<file path="config.mk">
export PLATFORM = sky130hd
export DESIGN_NAME = des_block_feeder
export DESIGN_NICKNAME = d
export VERILOG_FILES = /design/src/rtl/des_pkg.sv /design/src/rtl/des_byte_packer.sv /design/src/rtl/des_block_feeder.sv
export SDC_FILE = /design/constraint.sdc
export NUM_CORES = 1
export LEC_CHECK = 0
export BUFFER_PORTS_ARGS = -buffer_cell sky130_fd_sc_hd__buf_2
export CAP_MARGIN = 10
export CORE_MARGIN = 2
export CORE_UTILIZATION = 48
export DETAILED_ROUTE_END_ITERATION = 8
export PLACE_DENSITY = 0.85
export SLEW_MARGIN = 20
export SYNTH_ARGS = -nofsm -noshare
export SYNTH_HDL_FRONTEND = slang
export SYNTH_HIERARCHICAL = 1
export SYNTH_SLANG_ARGS = --single-unit
</file>
<file path="constraint.sdc">
create_clock -name clk -period 2.7 [get_ports clk]
set_input_delay 0.135 -clock clk [delete_from_list [all_inputs] [get_ports clk]]
set_output_delay 0.135 -clock clk [all_outputs]
set_load 0.02 [all_outputs]
</file>
<file path="src/rtl/des_pkg.sv">
// Shared FSM state encoding and block width for the DES block feeder.
package des_pkg;
   localparam int unsigned BLK_W = 64;

   typedef enum logic [1:0] {
      ST_FILL    = 2'd0,
      ST_RUN     = 2'd1,
      ST_RELEASE = 2'd2,
      ST_OUT     = 2'd3
   } state_t;
endpackage

</file>
<file path="src/rtl/des_byte_packer.sv">
// Packs 8 accepted bytes MSB-first into a 64-bit block; full_o pulses on the 8th byte.
// blk_o is the register's next value, so on the full_o cycle it already holds the complete block.
module des_byte_packer
   import des_pkg::*;
(
   input  logic             clk,
   input  logic             rst_n,
   input  logic             vld_i,
   input  logic             rdy_i,
   input  logic [7:0]       byte_i,
   output logic [BLK_W-1:0] blk_o,
   output logic             full_o
);

   logic [BLK_W-1:0] sr_q, sr_d;
   logic [2:0]       cnt_q, cnt_d;
   logic             acc;

   always_comb begin
      acc   = vld_i & rdy_i;
      sr_d  = sr_q;
      cnt_d = cnt_q;
      if (acc) begin
         sr_d  = {sr_q[BLK_W-9:0], byte_i};
         cnt_d = cnt_q + 3'd1;
      end
   end

   assign blk_o  = sr_d;
   assign full_o = acc & (cnt_q == 3'd7);

   always_ff @(posedge clk or negedge rst_n) begin
      if (!rst_n) begin
         sr_q  <= '0;
         cnt_q <= '0;
      end else begin
         sr_q  <= sr_d;
         cnt_q <= cnt_d;
      end
   end

endmodule

</file>
<file path="src/rtl/des_block_feeder.sv">
// Byte-stream to DES-core block feeder: FILL -> RUN -> RELEASE -> OUT, with RUN timeout; 8th byte to out_valid >= core latency + 2.
// Stalls input while a block is in flight or held on out_ready; DES_CBC_EN selects CBC chaining (ECB otherwise).
module des_block_feeder
   import des_pkg::*;
#(
   parameter int unsigned TIMEOUT_CYC = 64
) (
   input  logic             clk,
   input  logic             rst_n,
   input  logic             in_valid,
   output logic             in_ready,
   input  logic [7:0]       in_byte,
   input  logic             iv_load,
   input  logic [BLK_W-1:0] iv,
   output logic             core_start,
   output logic [BLK_W-1:0] core_desIn,
   input  logic             core_ready,
   input  logic [BLK_W-1:0] core_desOut,
   output logic             out_valid,
   input  logic             out_ready,
   output logic [BLK_W-1:0] out_data,
   output logic             err_timeout
);

   localparam int unsigned TW = $clog2(TIMEOUT_CYC + 1);

   state_t           state_q, state_d;
   logic             live_q;
   logic [BLK_W-1:0] din_q, din_d;
   logic [BLK_W-1:0] dout_q, dout_d;
   logic [TW-1:0]    tmo_q, tmo_d;
   logic             err_q, err_d;
   logic             full;
   logic             capture;
   logic [BLK_W-1:0] blk;
   logic [BLK_W-1:0] chain_sel;

   assign in_ready    = (state_q == ST_FILL) & live_q;
   assign capture     = (state_q == ST_RUN) & core_ready;
   assign core_desIn  = din_q;
   assign out_data    = dout_q;
   assign err_timeout = err_q;

   des_byte_packer u_packer (
      .clk    (clk),
      .rst_n  (rst_n),
      .vld_i  (in_valid),
      .rdy_i  (in_ready),
      .byte_i (in_byte),
      .blk_o  (blk),
      .full_o (full)
   );

`ifdef DES_CBC_EN
   logic [BLK_W-1:0] chain_q, chain_d;

   // A fresh iv beats both the stored chain and a same-cycle capture.
   assign chain_sel = iv_load ? iv : chain_q;

   always_comb begin
      chain_d = chain_q;
      if (capture) chain_d = core_desOut;
      if (iv_load) chain_d = iv;
   end

   always_ff @(posedge clk or negedge rst_n) begin
      if (!rst_n) chain_q <= '0;
      else        chain_q <= chain_d;
   end
`else
   logic unused_iv;
   assign unused_iv = &{1'b0, iv_load, iv};
   assign chain_sel = '0;
`endif

   always_comb begin
      state_d    = state_q;
      din_d      = din_q;
      dout_d     = dout_q;
      tmo_d      = '0;
      err_d      = err_q;
      core_start = 1'b0;
      out_valid  = 1'b0;
      case (state_q)
         ST_FILL: begin
            if (full) begin
               din_d   = blk ^ chain_sel;
               state_d = ST_RUN;
            end
         end
         ST_RUN: begin
            core_start = 1'b1;
            if (core_ready) begin
               dout_d  = core_desOut;
               state_d = ST_RELEASE;
            end else if (tmo_q == TW'(TIMEOUT_CYC - 1)) begin
               err_d   = 1'b1;
               state_d = ST_FILL;
            end else begin
               tmo_d = tmo_q + TW'(1);
            end
         end
         // Wait for the core to drop ready so start is never raised into a stale result.
         ST_RELEASE: begin
            if (!core_ready) state_d = ST_OUT;
         end
         ST_OUT: begin
            out_valid = 1'b1;
            if (out_ready) state_d = ST_FILL;
         end
         default: state_d = ST_FILL;
      endcase
   end

   always_ff @(posedge clk or negedge rst_n) begin
      if (!rst_n) begin
         state_q <= ST_FILL;
         live_q  <= 1'b0;
         din_q   <= '0;
         dout_q  <= '0;
         tmo_q   <= '0;
         err_q   <= 1'b0;
      end else begin
         state_q <= state_d;
         live_q  <= 1'b1;
         din_q   <= din_d;
         dout_q  <= dout_d;
         tmo_q   <= tmo_d;
         err_q   <= err_d;
      end
   end

endmodule

</file>
# After elaboration in Yosys (flattened, before gate mapping)
# Index checks and enable logic that the tools add are counted.
# classes
add_sub_neg	2
n_eq_ne	9
n_mux	12
n_bitwise	4
reduce_logical	5
# op_table
op	count
$mux W64	1
$mux W7	3
$mux W2	5
$pmux W2 S4	1
$add A7 B1 Y7 const B	1
$eq A7 B6 Y1 const B	1
$ne A2 B2 Y1 const B	3
$eq A2 B2 Y1 const B	2
$reduce_and A2 Y1	2
$reduce_and A4 Y1	1
$add A3 B1 Y3 const B	1
$and A1 B1 Y1	3
$eq A3 B3 Y1 const B	1
$ne A3 B2 Y1 const B	1
$reduce_and A3 Y1	1
$eq A2 B1 Y1 const B	1
$logic_not A2 Y1	1
$mux W1	2
$not A1 Y1	1
# word_totals
reg_bits	206
inputBits	142
word_cells	40

# Longest topological paths before layout
# logic_depth
word_depth	6
mapped_depth	8
depth_no_buf	6

# Hierarchy
# The synthesis kept the hierarchy.
# modules_own_cells
module	instances	cells_each	area_each_um2
des_block_feeder	1	317	5255.0
des_byte_packer	1	145	2636.3

# Worst setup path after synthesis
# No wires, ideal clock.
# synth_timing
path_kind	flip-flop to flip-flop
from	register state_q[0]
to	register din_q[0] (netlist: core_desIn[0])
setup_ns	0.125
arrival_ns	2.226
required_time_ns	2.575
path_slack_ns	0.349
path_stages_with_launch	7
n_path_buf	2
period_less_slack_ns	2.351
path_cell_list	dfrtp_1 -> nor3b_1 -> and3_1 -> nor3b_1 -> buf_2 -> buf_4 -> mux2_2
# synth_via
elab_chain_len	5
word_cells_on_any_way	6
# synth_lines
element	line	text
from (decl)	des_block_feeder.sv:27	state_t state_q, state_d;
from (signal assigned)	des_block_feeder.sv:124	state_q <= state_d;
$logic_not A2 Y1	des_block_feeder.sv:38	assign in_ready = (state_q == ST_FILL) & live_q;
$and A1 B1 Y1	des_block_feeder.sv:38	
net in_ready	des_block_feeder.sv:11	output logic in_ready,
$and A1 B1 Y1	des_byte_packer.sv:20	acc = vld_i & rdy_i;
$and A1 B1 Y1	des_byte_packer.sv:30	assign full_o = acc & (cnt_q == 3'd7);
net full	des_block_feeder.sv:33	logic full;
$reduce_and A2 Y1 (no source line)	n/a	
to (signal assigned)	des_block_feeder.sv:126	din_q <= din_d;
to (decl)	des_block_feeder.sv:29	logic [BLK_W-1:0] din_q, din_d;
# The timed path passes the listed nets, and every way through them passes these cells.
# A chain may end at the register's enable or synchronous reset.

==> flow_summary.toml <==
[finish]
final_cells = 983
seq_area_sq_um = 5150
fin_util_pct = 66.0
drive_above_1_share_pct = 56.9
multi_input_area_sq_um = 2560
fillers = 1132
nets = 899
area_growth_pct = 33.8

[clock_network]
cts_tree = "yes"
clk_path_buf_depth = 3
clkTransAtPathRegs_ns = 0.06
postCtsHoldBufs = 74
cts_num_sinks = 206
cts_resized = 0
cts_max_level = 1
clk-insertion-delay-late_ns = 0.49
cts_made_buffers = 22
cts_root_buf = "clkbuf_16"
postCtsSetupBuffers = 0

[die]
num_rows = 46
die_x_um = 132
die_area_sq_um = 17500
die_h_um = 132
io-pin-count = 274
core_area_sq_um = 16000
initial_core_util_pct = 49.3

[sta]
finalSetupViolations = 0
tightest_slew_ns = 0.839
fin_crit_ns = 2.14
final.setup.tns_ns = 0
period_share_pct = 79.3
rsz0062_at_grt = "false"
relSlewSlack_pct = 44.1
drv_slew = 0
final_hold_viol_count = 0
max_freq_mhz = 467
fin_skew_ns = 0.00999

[global_route]
grt_start_max_net_pins = 108
track_usage_pct = 20.7
antenna_found_initial = 1
grt_pass1_vias = 5575
gr-total-overflow = 0
grt_pass1_wl_mm = 29.2

[pwr]
switching_share_pct = 32.0
switchingPower_mw = 3.36
cell_internal_pwr_mw = 7.15
p_comb_share_pct = 29.8
ir_drop_mv = 0.622
pwr-share-clk_pct = 26.2
power_frac_seq_pct = 44.0
p_leak_nw = 5.51
power_density_nw_per_um2 = 995

[synthesis]
synth_fp_nets = 607
synthCells = 462
ys_warn_count = 6
synth_area_sq_um = 7890
ys_ff_latch = 206
syn_area_per_cell_sq_um = 17.1
synth-seq-area-share_pct = 65.3
synth.distinct_cells = 27

[placed_design]
dpl.cell_count = 872
port_buffers = 208
dp_hpwl_mm = 10.9
globalplace.congestion = 0.763

[critical_path]
path_max_fanout = 64
crit_path_end_kind = "flip-flop"
reg2reg_slack_ns = 0.56
reg2regPathDepth = 6
startpoint_type = "flip-flop"
critPathKind = "flip-flop to flip-flop"
crit_end = "core_desIn[18]$_DFFE_PN0P_"
r2r-end = "core_desIn[18]$_DFFE_PN0P_"
arrival_ns = 2.50
worstPathRequired_ns = 3.06

[detailed_routing]
drt_iter0_drc = 184
firstDrtPassIters = 4
wl_mm = 17.8
viasPerCell = 5.02
num_vias = 4937
drc_errors = 0
drtAntennaViolNets = 0
drt-wirelength-per-cell_um = 18.1

[status]
status = "finished clean"

[hold_path]
hold_start = "core_ready"
hp-class = "input pin to flip-flop"
whs_path_depth = 3

[run]
maxCapViolCount = 0
==> cells in the mapped netlist <==
library cell	n	area share, %
a21o_1	1	0.095
a21oi_1	4	0.25
and2b_2	1	0.11
and3_1	1	0.079
buf_2	5	0.32
buf_4	5	0.48
buf_6	10	1.4
conb_1	1	0.048
dfrtp_1	206	65
ha_1	3	0.48
inv_1	3	0.14
mux2_1	5	0.71
mux2_2	159	23
mux2_4	30	5.7
nand2_1	3	0.14
nand2_4	1	0.14
nand2b_1	2	0.16
nand3_1	2	0.13
nand4_1	1	0.079
nor2_1	7	0.33
nor3b_1	3	0.29
o211a_1	1	0.13
o211ai_1	1	0.095
o21ai_0	2	0.13
or3_1	1	0.079
xnor2_1	2	0.22
xor2_1	2	0.22
==> area by class of cell <==
cell class              count  share of cell area, %
flip-flops and latches    206                   48.8
multi-input cells         233                   24.3
repair buffers            288                   18.0
clock buffers              32                   5.96
well taps                 216                   2.56
clock inverters             4                  0.273
inverters                   3                  0.107
diodes                      1                 0.0237
==> metal layers <==
layer  share of wire (%)  vias up  global-route usage [%]
met3                 4.4       58                    3.65
met1                  39     2507                    24.8
met4                 3.8        0                    9.08
li1                    -     2209                       -
met2                  53      163                    36.8
met5                   0        -                       0
==> per-stage QoR <==
stage | power [mW] | setup WS, ns | hold slack, ns | cell area (sq um)
final | 10.5 | 0.559 | 0.0198 | 10600
after global routing | 11.0 | 0.424 | 0.0333 | 10600
after CTS | 10.5 | 0.559 | 0.0113 | 10600
after detailed placement | 7.65 | 0.578 | 0.306 | 9160
after global placement | 7.43 | 0.625 | 0.283 | 9160
after floorplan | 6.55 | 0.349 | -0.161 | 7890
==> worst max-delay path: stages, from the launching register on <==
cell and delay [ns]:
dfrtp_1 0.46, nor3b_1 0.21, buf_4 0.16, and3_1 0.14, nor3b_2 0.27, buf_12 0.35, mux2_2 0.39
==> cells in the final DEF, fill, tap and decap left out <==
cell type	count
buf_2	207
dfrtp_1	206
mux2_2	159
dlygate4sd3_1	74
mux2_4	30
clkbuf_16	23
nor2_1	7
clkbuf_1	7
mux2_1	5
buf_12	5
a21oi_1	4
inv_1	3
ha_1	3
clkbuf_8	3
nand2b_1	2
xnor2_1	2
nor3b_1	2
o21ai_0	2
nand2_1	2
nand3_1	2
xor2_1	2
nand2_4	2
clkinvlp_4	2
diode_2	1
and2b_2	1
nand4_1	1
or3_1	1
o211a_1	1
nor3b_2	1
o211ai_1	1
a21o_1	1
clkinv_2	1
inv_6	1
conb_1	1
buf_4	1
and3_1	1
==> cell families (layout without fill, tap and decap cells) <==
family	Yosys count	after routing	synth area share, %
adders and majority gates	3	3	0.476
other	1	2	0.0475
DFF	206	206	65.3
AOI/OAI and AO/OA	9	9	0.698
buffers and inverters	23	327	2.36
xor gates and xnor gates	4	4	0.444
and+or+nand+nor	22	22	1.54
muxes	194	194	29.1
==> power groups by stage <==
stage / Sequential [mW] / Combinational (mW) / Clock [mW]
5_1_grt: 4.75 / 3.33 / 2.96
6_report: 4.63 / 3.13 / 2.75
3_3_place_gp: 4.56 / 2.87 / 0
2_1_floorplan: 5.16 / 1.39 / 0
4_1_cts: 4.61 / 3.10 / 2.81
3_5_place_dp: 4.64 / 3.01 / 0
==> state kept, by name, indices dropped and copies added, names as in the netlist, named ones only <==
| register | flops |
|---|---|
| tmo_q | 7 |
| state_q | 1 |
| u_packer/sr_q | 64 |
| err_timeout | 1 |
| core_desIn | 64 |
| u_packer/cnt_q | 3 |
| out_data | 64 |
| live_q | 1 |
==> worst min path at each step <==
stage                                        to
global placement    u_packer/sr_q[43]$_DFF_PN0_
floorplan                             async pin
finish                                flip-flop
CTS                                   flip-flop
detailed placement  u_packer/sr_q[43]$_DFF_PN0_
global route                 tmo_q[4]$_DFF_PN0_
Note: power is estimated with default switching activity, not from simulation.
